### src/rtl/mpy_div_seq.sv
// mpy_div_seq: multi-cycle signed multiply / divide sequencer for the integer
// datapath. One request is captured, iterated 32 times on operand magnitudes in
// a 64-bit working register, sign-corrected, and committed to HI/LO.
module mpy_div_seq #(
  parameter logic [4:0] FS_MUL = 5'h1E,
  parameter logic [4:0] FS_DIV = 5'h1F
) (
  input  logic        clk,
  input  logic        reset,
  input  logic        start,
  input  logic [4:0]  FS,
  input  logic [31:0] S,
  input  logic [31:0] T,
  output logic        busy,
  output logic        done,
  output logic        div_by_zero,
  output logic [31:0] HI,
  output logic [31:0] LO
);

  localparam logic [1:0] ST_IDLE = 2'd0;
  localparam logic [1:0] ST_RUN  = 2'd1;
  localparam logic [1:0] ST_FIX  = 2'd2;
  localparam logic [1:0] ST_DONE = 2'd3;

  // Two's complement magnitude; 0x80000000 maps to itself, which is the
  // correct unsigned magnitude.
  function automatic logic [31:0] abs32(input logic [31:0] v);
    abs32 = v[31] ? (~v + 32'd1) : v;
  endfunction

  function automatic logic [31:0] neg32(input logic [31:0] v);
    neg32 = ~v + 32'd1;
  endfunction

  function automatic logic [63:0] neg64(input logic [63:0] v);
    neg64 = ~v + 64'd1;
  endfunction

  // Architectural and sequencing state
  logic [1:0]  state_r;
  logic [5:0]  count_r;
  logic        op_div_r;
  logic        neg_main_r;   // sign of product or quotient
  logic        neg_rem_r;    // remainder sign follows the dividend
  logic [31:0] mag_t_r;      // multiplicand (MUL) or divisor (DIV) magnitude
  logic [63:0] work_r;
  logic [31:0] hi_r;
  logic [31:0] lo_r;
  logic        busy_r;
  logic        done_r;
  logic        dbz_r;

  // Combinational next-state and datapath signals
  logic        can_accept_s;
  logic        is_mul_s;
  logic        is_div_s;
  logic        t_zero_s;
  logic        load_s;
  logic        dbz_hit_s;
  logic [1:0]  next_state_s;
  logic [32:0] mul_sum_s;
  logic [63:0] mul_next_s;
  logic [32:0] div_top_s;
  logic [32:0] div_diff_s;
  logic [63:0] div_next_s;
  logic [63:0] step_next_s;
  logic [63:0] prod_fix_s;
  logic [31:0] quo_fix_s;
  logic [31:0] rem_fix_s;

  // Request decode: only IDLE and DONE may accept a new operation
  always_comb begin
    can_accept_s = start && ((state_r == ST_IDLE) || (state_r == ST_DONE));
    is_mul_s     = (FS == FS_MUL);
    is_div_s     = (FS == FS_DIV);
    t_zero_s     = (T == 32'd0);
    load_s       = can_accept_s && (is_mul_s || (is_div_s && !t_zero_s));
    dbz_hit_s    = can_accept_s && is_div_s && t_zero_s;
  end

  // One radix-2 iteration: shift-add for MUL, restoring shift-subtract for DIV
  always_comb begin
    mul_sum_s  = {1'b0, work_r[63:32]} + (work_r[0] ? {1'b0, mag_t_r} : 33'd0);
    mul_next_s = {mul_sum_s, work_r[31:1]};
    div_top_s  = work_r[63:31];
    div_diff_s = div_top_s - {1'b0, mag_t_r};
    if (!div_diff_s[32]) begin
      div_next_s = {div_diff_s[31:0], work_r[30:0], 1'b1};
    end else begin
      div_next_s = {div_top_s[31:0], work_r[30:0], 1'b0};
    end
    if (op_div_r) begin
      step_next_s = div_next_s;
    end else begin
      step_next_s = mul_next_s;
    end
  end

  // Sign correction of the finished magnitude result
  always_comb begin
    if (neg_main_r) begin
      prod_fix_s = neg64(work_r);
      quo_fix_s  = neg32(work_r[31:0]);
    end else begin
      prod_fix_s = work_r;
      quo_fix_s  = work_r[31:0];
    end
    if (neg_rem_r) begin
      rem_fix_s = neg32(work_r[63:32]);
    end else begin
      rem_fix_s = work_r[63:32];
    end
  end

  // Sequencer next-state selection
  always_comb begin
    next_state_s = state_r;
    case (state_r)
      ST_IDLE, ST_DONE: begin
        if (load_s) begin
          next_state_s = ST_RUN;
        end else if (dbz_hit_s) begin
          next_state_s = ST_DONE;
        end else begin
          next_state_s = ST_IDLE;
        end
      end
      ST_RUN: begin
        if (count_r == 6'd31) begin
          next_state_s = ST_FIX;
        end else begin
          next_state_s = ST_RUN;
        end
      end
      ST_FIX:  next_state_s = ST_DONE;
      default: next_state_s = ST_IDLE;
    endcase
  end

  // State, datapath and registered status outputs
  always_ff @(posedge clk or posedge reset) begin
    if (reset) begin
      state_r    <= ST_IDLE;
      count_r    <= 6'd0;
      op_div_r   <= 1'b0;
      neg_main_r <= 1'b0;
      neg_rem_r  <= 1'b0;
      mag_t_r    <= 32'd0;
      work_r     <= 64'd0;
      hi_r       <= 32'd0;
      lo_r       <= 32'd0;
      busy_r     <= 1'b0;
      done_r     <= 1'b0;
      dbz_r      <= 1'b0;
    end else begin
      state_r <= next_state_s;
      busy_r  <= (next_state_s == ST_RUN) || (next_state_s == ST_FIX);
      done_r  <= (next_state_s == ST_DONE);
      case (state_r)
        ST_IDLE, ST_DONE: begin
          dbz_r <= dbz_hit_s;
          if (load_s) begin
            op_div_r   <= is_div_s;
            neg_main_r <= S[31] ^ T[31];
            neg_rem_r  <= S[31];
            count_r    <= 6'd0;
            if (is_div_s) begin
              mag_t_r <= abs32(T);
              work_r  <= {32'd0, abs32(S)};
            end else begin
              mag_t_r <= abs32(S);
              work_r  <= {32'd0, abs32(T)};
            end
          end
        end
        ST_RUN: begin
          work_r  <= step_next_s;
          count_r <= count_r + 6'd1;
        end
        ST_FIX: begin
          dbz_r <= 1'b0;
          if (op_div_r) begin
            hi_r <= rem_fix_s;
            lo_r <= quo_fix_s;
          end else begin
            hi_r <= prod_fix_s[63:32];
            lo_r <= prod_fix_s[31:0];
          end
        end
        default: dbz_r <= 1'b0;
      endcase
    end
  end

  assign busy        = busy_r;
  assign done        = done_r;
  assign div_by_zero = dbz_r;
  assign HI          = hi_r;
  assign LO          = lo_r;

endmodule

### config.mk
export PLATFORM = sky130hd
export DESIGN_NAME = mpy_div_seq
export DESIGN_NICKNAME = d
export VERILOG_FILES = /design/src/rtl/mpy_div_seq.sv
export SDC_FILE = /design/constraint.sdc
export NUM_CORES = 1
export LEC_CHECK = 0
export BUFFER_PORTS_ARGS = -buffer_cell sky130_fd_sc_hd__buf_2
export CORE_MARGIN = 2
export CORE_UTILIZATION = 54
export CTS_BUF_LIST = sky130_fd_sc_hd__clkbuf_4 sky130_fd_sc_hd__clkbuf_8 sky130_fd_sc_hd__clkbuf_16
export CTS_CLUSTER_SIZE = 14
export DETAILED_ROUTE_END_ITERATION = 10
export PLACE_DENSITY = 0.74
export SLEW_MARGIN = 10
export SYNTH_ARGS = -nofsm -noshare
export SYNTH_HDL_FRONTEND = slang
export SYNTH_SLANG_ARGS = --single-unit
### constraint.sdc
create_clock -name clk -period 12.2 [get_ports clk]
set_clock_uncertainty 0.15 [all_clocks]
set_input_delay 0 -clock clk [delete_from_list [all_inputs] [get_ports clk]]
set_output_delay 0 -clock clk [all_outputs]
set_load 0.005 [all_outputs]
======== Word level (Yosys, flattened, before mapping) ========
Cells that the tools add are included.
storage, ports and cells
  register bits ........................... 174
  bits in latches ......................... 0
  bits in writable memories ............... 0
  ROM bits ................................ 0
  input port bits ......................... 72
  output and inout bits ................... 67
  word-level logic and storage cells ...... 73
  memories ................................ 0
cells by class
  add/sub/neg operators ................... 8
  multipliers ............................. 0
  div/mod/pow operators ................... 0
  magnitude comparators ................... 0
  eq/ne operators ......................... 10
  shifts and indexed selects .............. 0
  mux-type cells .......................... 21
  bitwise gates (word level) .............. 6
  reduce and logical (&&, ||, !) cells .... 16
operator list
  cell                                                                   number
  32-bit two-way mux                                                     9
  64-bit two-way mux                                                     4
  32-bit by 1-bit adder with 32-bit output, second input constant        4
  32-bit inverter                                                        4
  64-bit case mux with 2 select lines                                    1
  64-bit by 1-bit adder with 64-bit output, second input constant        1
  64-bit inverter                                                        1
  32-bit by 32-bit adder with 33-bit output                              1
  33-bit by 32-bit subtractor with 33-bit output                         1
  32-bit logical NOT                                                     1
  6-bit case mux with 2 select lines                                     1
  5-bit equality test, second input constant                             2
  2-bit equality test, second input constant                             4
  6-bit by 1-bit adder with 6-bit output, second input constant          1
  6-bit by 5-bit equality test with 1-bit output, second input constant  1
  2-bit two-way mux                                                      3
  6-bit two-way mux                                                      1
  2-bit case mux with 3 select lines                                     1
  1-bit logical AND                                                      5
  2-bit by 1-bit equality test with 1-bit output, second input constant  2
  2-bit AND reduction                                                    2
  2-bit nonzero test                                                     2
  1-bit logical OR                                                       3
  2-bit logical NOT                                                      1
  other kinds (5)                                                        5

======== Depth between registers and ports, before layout ========
Gate-level depths: netlist of run 1.
  depth in word-level cells ............... 10
  gate-level depth with buffers ........... 14
  gate-level depth less buffers ........... 13

======== Least setup slack after synthesis of run 1 ========
Ideal clock, no wire load.
  kind .................................... register -> register
  start ................................... register work_r[31]
  end ..................................... register work_r[61]
  setup time .............................. 131 ps
  arrival ................................. 3397 ps
  data required time ...................... 11919 ps
  setup slack ............................. 8522 ps
  stages on the path, launching flop included .. 14
  buffers on the path ..................... 1
  period minus slack after synthesis ...... 3678 ps
  cells stage by stage .................... dfrtp_1 inv_1 ha_1 fa_1 nand2b_1 a21oi_1 o21ai_0 a31oi_1 a21oi_1 xnor2_1 clkbuf_1 nor2_1 a222oi_1 nand2_1
between the ends
  longest elaborated chain between the ends .. 4
ends and longest elaborated chain
  item                                            RTL line  source
  start: declaration                              47        logic [63:0] work_r;
  start signal: assignment                        170       work_r <= {32'd0, abs32(S)};
  start signal: assignment                        173       work_r <= {32'd0, abs32(T)};
  start signal: assignment                        178       work_r <= step_next_s;
  33-bit by 32-bit subtractor with 33-bit output  87        div_diff_s = div_top_s - {1'b0, mag_t_r};
  64-bit two-way mux                              88        if (!div_diff_s[32]) begin
  64-bit two-way mux                              93        if (op_div_r) begin
  64-bit case mux with 2 select lines             160       case (state_r)
No other way between the ends.
A chain may end at the register's enable or synchronous reset.

======== Worst setup path after layout of run 1 ========
  start ................................... input port T[16]
  end ..................................... register work_r[25]
between the ends
  longest elaborated chain between the ends .. 7
  elaborated cells on any way between the ends .. 13
  those cells by class .................... add/sub (1); eq/ne (1); mux (4); bitwise (1); reduce/logical (6)
ends and longest elaborated chain
  item                                                                                              RTL line  source
  start: declaration                                                                                13        input logic [31:0] T,
  parallel branches: the longest is 7 deep, another holds 32-bit by 1-bit adder with 32-bit output  --
Several ways; the timed one is not identified. The select of a mux whose other input is x is not followed.

==> impl_results.md, run 1 <==
* Mapped Avg Cell Area at 8.06 sq um
* Clk buf depth at 2
* DR WL/cell at 20.6 um
* CTS root buf: clkbuf_16
* M1 WL at 20,900 um
* Final Max Slew Viols at 0
* TritonCTS clock tree: yes
* Initial Util at 55.1%
* Htree depth at 4
* Final-report hold violation count at 0
* Detailed Route WL at 48,000 um
* CP cell instances: dlygate4sd3_1 > buf_2 > or4_1 > nor4b_1 > nand4_1 > o21ai_4 > buf_4 > nand2_2 > nor2_1 > a21oi_1 > dlygate4sd3_1
* Largest area contributor in the netlist: dfrtp_1
* Die X-Extent at 170 um
* Seq cells post-synth at 174
* Leakage at 7.86 nW
* Clock-pin slew on the worst setup and hold paths at 0.09 ns
* CP most frequent cell: dlygate4sd3_1
* Worst path slowest cell: nand2_2
* First-pass GRT wire length at 75,800 um
* CTS buffer count at 17
* Cell Area, Synth at 14,800 sq um
* Gpl congestion at 0.993
* Maxcap violations at 0
* DR WL met2 at 21,100 um
* Ys Warns at 0
* Top cell type's share of synthesized area at 29.3%
* Worst Tran Pin Value at 1.12 ns
* Register area share after synthesis at 29.3%
* Detail Route Antenna Nets at 0
* Hold Crit Class: primary input to register
* Worst-Skew Late Latency at 0.46 ns
* TritonRoute pass-1 iters at 8
* Combinational power share at 35.9%
* Netlist cell types at 83
* Commonest non-fill, non-tap cell in the layout: nor2_1
* CP Launch Point: T[16]
* Total negative slack at 0 ns
* Setup Viol. Count Final at 0
* Die ar. at 28,800 sq um
* Worst Min Path Start: S[17]
* Critical path class: primary input to register
* Register Area at 4360 sq um
* Top delay family on crit path: simple AND/OR/NAND/NOR gates
* Clock network fraction of total power at 29.4%
* Critical path startpoint category: primary input
* Tot GR Track Use at 33.3%
* CP arrival at 4.51 ns
* Fill cells at 2,321
* Top post-synthesis cells by area: dfrtp_1 (29%), a21oi_1 (6.2%), ha_1 (6.2%), nor2_1 (5.6%), xnor2_1 (5.1%)
* I/O pin count at 139
* Syn nets at 1,989
* # resized after CTS at 0
* Worst Path Buf+Inv at 4
* Pwr Total at 2.06 mW
* Area Growth Syn to Fin at 15.3%
* Most frequent cells in the layout: nor2_1 (223), a21oi_1 (183), dfrtp_1 (173)
* DR iter-0 viols at 1,611
* Worst vdd ir at 0.107 mV
* Crit Path Max Fanout at 76
* Met3 routed WL at 3840 um
* Multi-input logic area at 9820 sq um
* EDFF count, synth at 0
* Cell internal pwr at 1.22 mW
* Highest clock rate at 231 MHz
* Slew margin rel. at 25.0%
* Share of layout cells above drive strength 1 at 13.5%
* Via count at 14,800
* CP Data Required Time at 12.39 ns
* Via/cell ratio at 6.33
* Final nets at 2,129
* CTS Sinks at 174
* Syn Inst Count at 1,842
* Crit end category: register
* Max incr delay on CP at 0.80 ns
* Antenna diode count at 0
* Grt ovf at 0
* Sw Ratio at 40.9%
* Initial antenna violation count at 0
* Vias in the first global route at 13,900
* Reg2reg start: work_r[31]$_DFFE_PP0P_
* Primary FF master, synth: dfrtp_1
* RSZ-0062 raised after global routing: no
* Pwr dens at 121 nW/um^2
* Core area at 27,000 sq um
* Input/output buffers at 138
* Reg power frac at 34.7%
* Fin crit share at 35.4%
* Row count at 60
* Sw power at 844 uW
* Fraction of registers with async set/reset at 100%
* DP HPWL at 34,600 um
* Status: completed
* Largest net degree at the start of global routing at 107
* Die Ht at 170 um
* Final worst path period need at 4.32 ns
* DRC viols at 0
* Top sig layer: met4
-- layout make-up --
class | instances | area share [%]
multi-input cells | 1490 | 57.4
flip-flops and latches | 174 | 25.4
repair buffers | 232 | 9.35
well taps | 341 | 2.49
clock inverters | 15 | 1.36
inverters | 67 | 1.50
clock buffers | 17 | 2.48
-- worst paths after layout --
path / end / slack (ns) / depth (start not counted)
max: work_r[25]$_DFFE_PP0P_ / 7.88 / 11
min: work_r[17]$_DFFE_PP0P_ / 0.02 / 6
max reg2reg: work_r[62]$_DFFE_PP0P_ / 7.89 / 13
min reg2reg: mag_t_r[12]$_DFFE_PP0P_ / 0.33 / 2
max in group asynchronous: op_div_r$_DFFE_PP0P_ / 10.20 / 4
min in group asynchronous: HI[11]$_DFFE_PP0P_ / 0.15 / 3
-- per-layer routing --
metal | GRT usage, % | vias to the layer above
li1 | - | 6937
met1 | 46.7 | 7022
met3 | 4.83 | 82
met4 | 15.3 | 0
met2 | 50.9 | 737
met5 | 0 | -
-- metrics by stage --
step                      util (%)  worst slack (ns)  cells  instance area [sq um]  hold slack, ns
after floorplan                  -              7.33   1842                  14800          0.0366
after global placement        58.0              8.12   2222                  15600           0.152
after detailed placement      58.0              7.96   2222                  15600           0.163
after CTS                     63.5              7.94   2336                  17100         0.00538
after global routing          63.5              7.62   2336                  17100          0.0365
final                         63.5              7.88   2336                  17100          0.0187
-- synthesized netlist by cell type (34+ instances only) --
| cell type | n |
|---|---|
| nand2_1 | 155 |
| ha_1 | 73 |
| a21oi_1 | 183 |
| xor2_1 | 86 |
| inv_1 | 67 |
| mux2i_1 | 34 |
| mux2_2 | 52 |
| clkbuf_1 | 93 |
| o21ai_0 | 139 |
| xnor2_1 | 86 |
| a21o_1 | 37 |
| nor2_1 | 223 |
| dfrtp_1 | 174 |
-- tightest hold or removal path: cells and delay by family --
kind	cells	cell delay, ns
compound gates	3	0.25
xor+xnor	1	0.10
buf+inv	1	0.13
simple gates	1	0.09
-- cells by family after synthesis --
family	synth area share (%)
compound gates	24.3
xor+xnor	10.1
fa+ha+maj	6.42
buf+inv	4.74
flops	29.3
mux	6.24
simple gates	18.8
-- power groups by stage --
stage | clock network (mW) | logic [mW] | registers [mW]
after floorplan | 0 | 0.530 | 0.681
after global placement | 0 | 0.678 | 0.721
after detailed placement | 0 | 0.687 | 0.725
after CTS | 0.611 | 0.720 | 0.713
after global routing | 0.635 | 0.810 | 0.723
final | 0.606 | 0.742 | 0.717
-- flip-flops by register name (all words and copies together), names as in the netlist, 2 cells and up --
signal,cells
LO,32
HI,32
state_r,2
count_r,6
work_r,64
mag_t_r,32
-- what timing repair did --
item	CTS	global route
setup buffers	0	0
hold endpoints to repair	163	0
hold buffers	82	0
(Power assumes the default switching activity.)
==> inputs of run 2 (changes only) <==
PLACE_DENSITY = 0.77   (was 0.74)
clock period = 3.75 ns   (was 12.2 ns; I/O delays follow)
==> impl_results.md, run 2 (synthesized netlist as in run 1, its figures left out) <==
* Status: completed (unchanged)
* TritonCTS clock tree: yes (unchanged)
* R2r endpoint: HI[24]$_DFFE_PP0P_ (was work_r[62]$_DFFE_PP0P_)
* CTS Sinks at 174 (unchanged)
* Slew margin rel. at 32.5% (was 25.0%)
* CP Launch Point: work_r[38]$_DFFE_PP0P_ (was T[16])
* TritonRoute pass-1 iters at 6 (was 8)
* Critical path startpoint category: register (was primary input)
* Initial Util at 55.1% (unchanged)
* WHS at 0.0261 ns (was 0.0187 ns)
* CP Data Required Time at 3.93 ns (was 12.39 ns)
* Fin util at 65.2% (was 63.5%)
* Area Growth Syn to Fin at 18.3% (was 15.3%)
* Grt ovf at 0 (unchanged)
* Clock network fraction of total power at 27.5% (was 29.4%)
* Fin crit share at 96.0%
* Die Ht at 170 um (unchanged)
* Gpl congestion at 0.971 (was 0.993)
* Antenna diode count at 0 (unchanged)
* Share of layout cells above drive strength 1 at 16.2% (was 13.5%)
* Die X-Extent at 170 um (unchanged)
* Detailed Route WL at 48,200 um (was 48,000 um)
* DRC viols at 0 (unchanged)
* Cell internal pwr at 4.02 mW (was 1.22 mW)
* I/O pin count at 139 (unchanged)
* RSZ-0062 raised after global routing: yes (was no)
* Top delay family on crit path: simple AND/OR/NAND/NOR gates (unchanged)
* CP Depth at 9 (was 11)
* Non-filler cells, final at 2,393 (was 2,336)
* First-pass GRT wire length at 76,500 um (was 75,800 um)
* Core area at 27,000 sq um (unchanged)
* Reg2reg setup slack at 0.15 ns (was 7.89 ns)
* Crit Path Max Fanout at 6 (was 76)
* Final-report hold violation count at 0 (unchanged)
* Final nets at 2,186 (was 2,129)
* Final Max Slew Viols at 0 (unchanged)
* DR WL/cell at 20.2 um (was 20.6 um)
* Highest clock rate at 278 MHz
* Largest Register: work_r (unchanged)
* Via count at 15,100 (was 14,800)
* Clock-pin slew on the worst setup and hold paths at 0.08 ns (was 0.09 ns)
* Leakage at 8.13 nW (was 7.86 nW)
* Maxcap violations at 0 (unchanged)
* Dpl cells at 2,280 (was 2,222)
* Sw Ratio at 40.2% (was 40.9%)
* Worst vdd ir at 0.274 mV (was 0.107 mV)
* Via/cell ratio at 6.32 (was 6.33)
* Total negative slack at 0 ns (unchanged)
* Setup Viol. Count Final at 0 (unchanged)
* Vias in the first global route at 14,200 (was 13,900)
* Clk buf depth at 2 (unchanged)
* Die ar. at 28,800 sq um (unchanged)
* Tot GR Track Use at 33.5% (was 33.3%)
* CP arrival at 3.78 ns (was 4.51 ns)
* Combinational power share at 38.7% (was 35.9%)
* Most frequent cells in the layout: nor2_1 (223), a21oi_1 (182), dfrtp_1 (173) (was nor2_1 (223), a21oi_1 (183), dfrtp_1 (173))
* Initial antenna violation count at 1 (was 0)
* Row count at 60 (unchanged)
* Critical path class: register to register (was primary input to register)
* Final worst slack at 0.151 ns (was 7.88 ns)
* DR iter-0 viols at 1,519 (was 1,611)
* Worst Path Buf+Inv at 0 (was 4)
* Sw power at 2.70 mW (was 844 uW)
* Worst path slowest cell: or4_4 (was nand2_2)
* Htree depth at 4 (unchanged)
* CTS buffer count at 17 (unchanged)
* Final worst path period need at 3.60 ns
* Worst Tran Pin Value at 0.987 ns (was 1.12 ns)
* Reg power frac at 33.7% (was 34.7%)
* Max incr delay on CP at 0.59 ns (was 0.80 ns)
* Largest net degree at the start of global routing at 106 (was 107)
* Crit end category: register (unchanged)
* Commonest non-fill, non-tap cell in the layout: nor2_1 (unchanged)
* Detail Route Antenna Nets at 0 (unchanged)
* Hold Crit Class: primary input to register (unchanged)
* Placement Setup Slack at 0.142 ns (was 7.96 ns)
* CP cell instances: or4_4 > or4b_4 > or3_4 > nand4b_4 > or3_4 > o41ai_2 > o22ai_1 > xor2_1 > mux2_2 (was dlygate4sd3_1 > buf_2 > or4_1 > nor4b_1 > nand4_1 > o21ai_4 > buf_4 > nand2_2 > nor2_1 > a21oi_1 > dlygate4sd3_1)
* Pwr dens at 382 nW/um^2 (was 121 nW/um^2)
* CP most frequent cell: or3_4 (was dlygate4sd3_1)
* CTS root buf: clkbuf_16 (unchanged)
* Crit path capture: HI[24]$_DFFE_PP0P_ (was work_r[25]$_DFFE_PP0P_)
* DP HPWL at 36,000 um (was 34,600 um)
* Worst-Skew Late Latency at 0.45 ns (was 0.46 ns)
* Reg2reg start: work_r[38]$_DFFE_PP0P_ (was work_r[31]$_DFFE_PP0P_)
* Worst R2R Path Depth at 9 (was 13)
* Input/output buffers at 138 (unchanged)
* Max reg flops at 64 (unchanged)
-- run 2: power groups by stage --
stage,clock [mW],sequential (mW),combinational [mW]
after floorplan,0,2.21,1.73
after global placement,0,2.28,2.40
after detailed placement,0,2.30,2.42
after CTS,1.86,2.26,2.53
after global routing,1.94,2.29,2.83
final,1.85,2.27,2.60
-- run 2: metrics by stage --
step                cell area, sq um  total power [mW]
detailed placement             16100              4.72
finish                         17600              6.72
CTS                            17500              6.65
global route                   17600              7.06
floorplan                      14800              3.94
global placement               16100              4.69
-- run 2: how the worst min path moves through the flow --
stage | start | to | cells past startpoint
finish | T[22] | work_r[22]$_DFFE_PP0P_ | 5
global route | T[20] | work_r[20]$_DFFE_PP0P_ | 4
CTS | T[20] | work_r[20]$_DFFE_PP0P_ | 4
detailed placement | reset | HI[5]$_DFFE_PP0P_ | 2
global placement | reset | HI[5]$_DFFE_PP0P_ | 2
floorplan | S[31] | neg_rem_r$_DFFE_PP0P_ | 2
-- run 2: layer usage --
layer | share of wire, % | vias up | global-route usage (%)
met5 | 0 | - | 0
met4 | 3.9 | 0 | 14.0
met3 | 9.1 | 109 | 5.46
met2 | 44 | 840 | 52.2
met1 | 43 | 7125 | 46.4
li1 | - | 7058 | -
-- run 2: final cells by class --
type                    instances  area [sq um]
inverters                      67           255
flip-flops and latches        174          4360
clock buffers                  17           425
multi-input cells            1490          9840
clock inverters                15           191
repair buffers                289          2070
well taps                     341           427
fillers                      2197          9380
-- run 2: timing repair --
| item | CTS | global route |
|---|---|---|
| buffers inserted | 0 | 1 |
| setup endpoints to repair | 0 | 14 |
| endpoints found under the hold margin | 187 | 0 |
| hold buffers | 80 | 0 |
| resized for setup | 0 | 6 |
-- run 2: tightest hold or removal path, stage by stage --
cell and delay, ns:
buf_2 0.13, xnor2_1 0.12, nor2_1 0.09, o311ai_0 0.12, o21a_1 0.12
==> inputs of run 3 (changes only) <==
PLACE_DENSITY = 0.74   (was 0.77)
clock period = 3.6 ns   (was 3.75 ns; I/O delays follow)
==> impl_results.md, run 3 (synthesized netlist as in run 1, its figures left out) <==
* Via count at 15,100 (about the same)
* Clock-pin slew on the worst setup and hold paths at 0.08 ns (about the same)
* CP cell instances: dlygate4sd3_1 > buf_2 > or4_4 > or3_4 > or2_2 > o41ai_2 > xnor2_1 > dlygate4sd3_1 > nand2_1 > a21oi_1 > dlygate4sd3_1 (was or4_4 > or4b_4 > or3_4 > nand4b_4 > or3_4 > o41ai_2 > o22ai_1 > xor2_1 > mux2_2)
* Final nets at 2,220 (was 2,186)
* CTS Sinks at 174 (unchanged)
* Register Area at 4360 sq um (unchanged)
* Highest clock rate at 273 MHz
* Crit end category: register (unchanged)
* Worst Path Buf+Inv at 4 (was 0)
* Max incr delay on CP at 0.60 ns (was 0.59 ns)
* Status: finished with violations (was completed)
* Area Growth Syn to Fin at 20.3% (was 18.3%)
* Share of layout cells above drive strength 1 at 18.0% (was 16.2%)
* Detailed Route WL at 49,100 um (was 48,200 um)
* Die X-Extent at 170 um (unchanged)
* CP Data Required Time at 3.83 ns (was 3.93 ns)
* Fin crit share at 102%
* Hold Crit Class: primary input to register (unchanged)
* CP arrival at 3.90 ns (was 3.78 ns)
* Slew margin rel. at 28.0% (was 32.5%)
* DP Area at 16,300 sq um (was 16,100 sq um)
* Final worst path period need at 3.67 ns
* Row count at 60 (unchanged)
* Fill cells at 2,283 (was 2,197)
* Most frequent cells in the layout: nor2_1 (223), a21oi_1 (182), dfrtp_1 (173) (unchanged)
* Initial Util at 55.1% (unchanged)
* Maxcap violations at 0 (unchanged)
* Detail Route Antenna Nets at 0 (unchanged)
* Tot GR Track Use at 34.1% (was 33.5%)
* Core area at 27,000 sq um (unchanged)
* TritonCTS clock tree: yes (unchanged)
* Die Ht at 170 um (unchanged)
* Worst path slowest cell: dlygate4sd3_1 (was or4_4)
* Fin area at 17,900 sq um (was 17,600 sq um)
* Non-filler cells, final at 2,427 (was 2,393)
* CP most frequent cell: dlygate4sd3_1 (was or3_4)
* First-pass GRT wire length at 77,500 um (was 76,500 um)
* Htree depth at 4 (unchanged)
* Antenna diode count at 0 (unchanged)
* Multi-input logic area at 9900 sq um (was 9840 sq um)
* Failing checks: setup timing
* Gpl congestion at 0.973 (was 0.971)
* CTS buffer count at 17 (unchanged)
* Via/cell ratio at 6.24 (was 6.32)
* Vias in the first global route at 14,300 (was 14,200)
* Setup Viol. Count Final at 1 (was 0)
* DR iter-0 viols at 1,796 (was 1,519)
* Die ar. at 28,800 sq um (unchanged)
* Input/output buffers at 138 (unchanged)
* Largest Register: work_r (unchanged)
* Critical path class: primary input to register (was register to register)
* Final Max Slew Viols at 0 (unchanged)
* Final-report hold violation count at 0 (unchanged)
* Dpl cells at 2,312 (was 2,280)
* Initial antenna violation count at 0 (was 1)
* Pwr dens at 393 nW/um^2 (was 382 nW/um^2)
* CTS root buf: clkbuf_16 (unchanged)
* Critical path startpoint category: primary input (was register)
* Clk buf depth at 2 (unchanged)
* Commonest non-fill, non-tap cell in the layout: nor2_1 (unchanged)
* I/O pin count at 139 (unchanged)
* Grt ovf at 0 (unchanged)
* DRC viols at 0 (unchanged)
* Crit Path Max Fanout at 7 (was 6)
* RSZ-0062 raised after global routing: yes (unchanged)
* DR WL/cell at 20.2 um (about the same)
* Max reg flops at 64 (unchanged)
* Worst-Skew Late Latency at 0.45 ns (about the same)
* TritonRoute pass-1 iters at 8 (was 6)
* Worst Tran Pin Value at 1.08 ns (was 0.987 ns)
* Final worst slack at -0.0693 ns (was 0.151 ns)
* DP HPWL at 36,700 um (was 36,000 um)
* Leakage at 8.31 nW (was 8.13 nW)
* Top delay family on crit path: buffers and inverters (was simple AND/OR/NAND/NOR gates)
* Largest net degree at the start of global routing at 77 (was 106)
* Worst vdd ir at 0.265 mV (was 0.274 mV)
-- run 3: changes by cell type in the layout (fill, tap and decap cells not counted), sizes merged --
cell    previous run  this run
clkinv             8         7
inv               71        72
buf              209       243
-- run 3: metrics by stage --
stage | utilization, % | setup slack (ns) | hold slack [ns] | TNS [ns] | total power [mW]
final | 66.3 | -0.0693 | 0.00709 | -0.0693 | 7.01
after global routing | 66.3 | -0.103 | 0.0561 | -0.113 | 7.37
after CTS | 65.9 | 0.0189 | 0.000153 | 0 | 6.94
after detailed placement | 60.6 | -0.380 | 0.0459 | -2.24 | 4.93
after global placement | 60.6 | -0.322 | 0.0394 | -1.51 | 4.89
after floorplan | - | 0.0834 | 0.0366 | 0 | 4.10
-- run 3: worst paths after layout --
path | startpoint | cells past startpoint | endpoint | slack [ns]
max in group asynchronous | reset | 4 | work_r[53]$_DFFE_PP0P_ | 2.26
worst max register to register | work_r[24]$_DFFE_PP0P_ | 9 | HI[25]$_DFFE_PP0P_ | 0.12
worst max-delay path | S[11] | 11 | work_r[24]$_DFFE_PP0P_ | -0.07
worst min register to register | mag_t_r[11]$_DFFE_PP0P_ | 2 | mag_t_r[11]$_DFFE_PP0P_ | 0.34
min in group asynchronous | reset | 3 | HI[16]$_DFFE_PP0P_ | 0.09
worst min-delay path | S[18] | 5 | work_r[18]$_DFFE_PP0P_ | 0.007
-- run 3: routing by layer --
metal	global-route usage, %	up-vias	wire (um)
met5	0	-	0
met1	46.8	7099	21100
met2	53.5	791	21600
met4	16.5	0	2550
li1	-	7121	-
met3	4.10	129	3820
-- run 3: final cells by class --
| type | instances | share of cell area [%] |
|---|---|---|
| clock inverter | 15 | 1.06 |
| inverter | 67 | 1.43 |
| clock buffer | 17 | 2.38 |
| timing repair buffer | 323 | 12.9 |
| sequential | 174 | 24.4 |
| multi-input combinational | 1490 | 55.4 |
| tap | 341 | 2.39 |
-- run 3: where the power goes --
part           switching (mW)  internal (mW)
Combinational            1.61           1.13
Sequential              0.218           2.13
Clock                   0.973          0.946
Total                    2.80           4.21
-- run 3: what timing repair did --
action | CTS | global route
resized for setup | 2 | 14
pin swaps | 0 | 2
endpoints found under the hold margin | 98 | 0
hold buffers | 80 | 0
setup buffers | 0 | 3
cloned | 0 | 0
endpoints found under the setup margin | 14 | 37
-- run 3: worst min-delay path: cells and delay by family --
family,cells,cell delay [ns]
and+or+nand+nor,1,0.09
xor gates and xnor gates,1,0.09
AOI/OAI and AO/OA,2,0.26
buffers and inverters,1,0.12
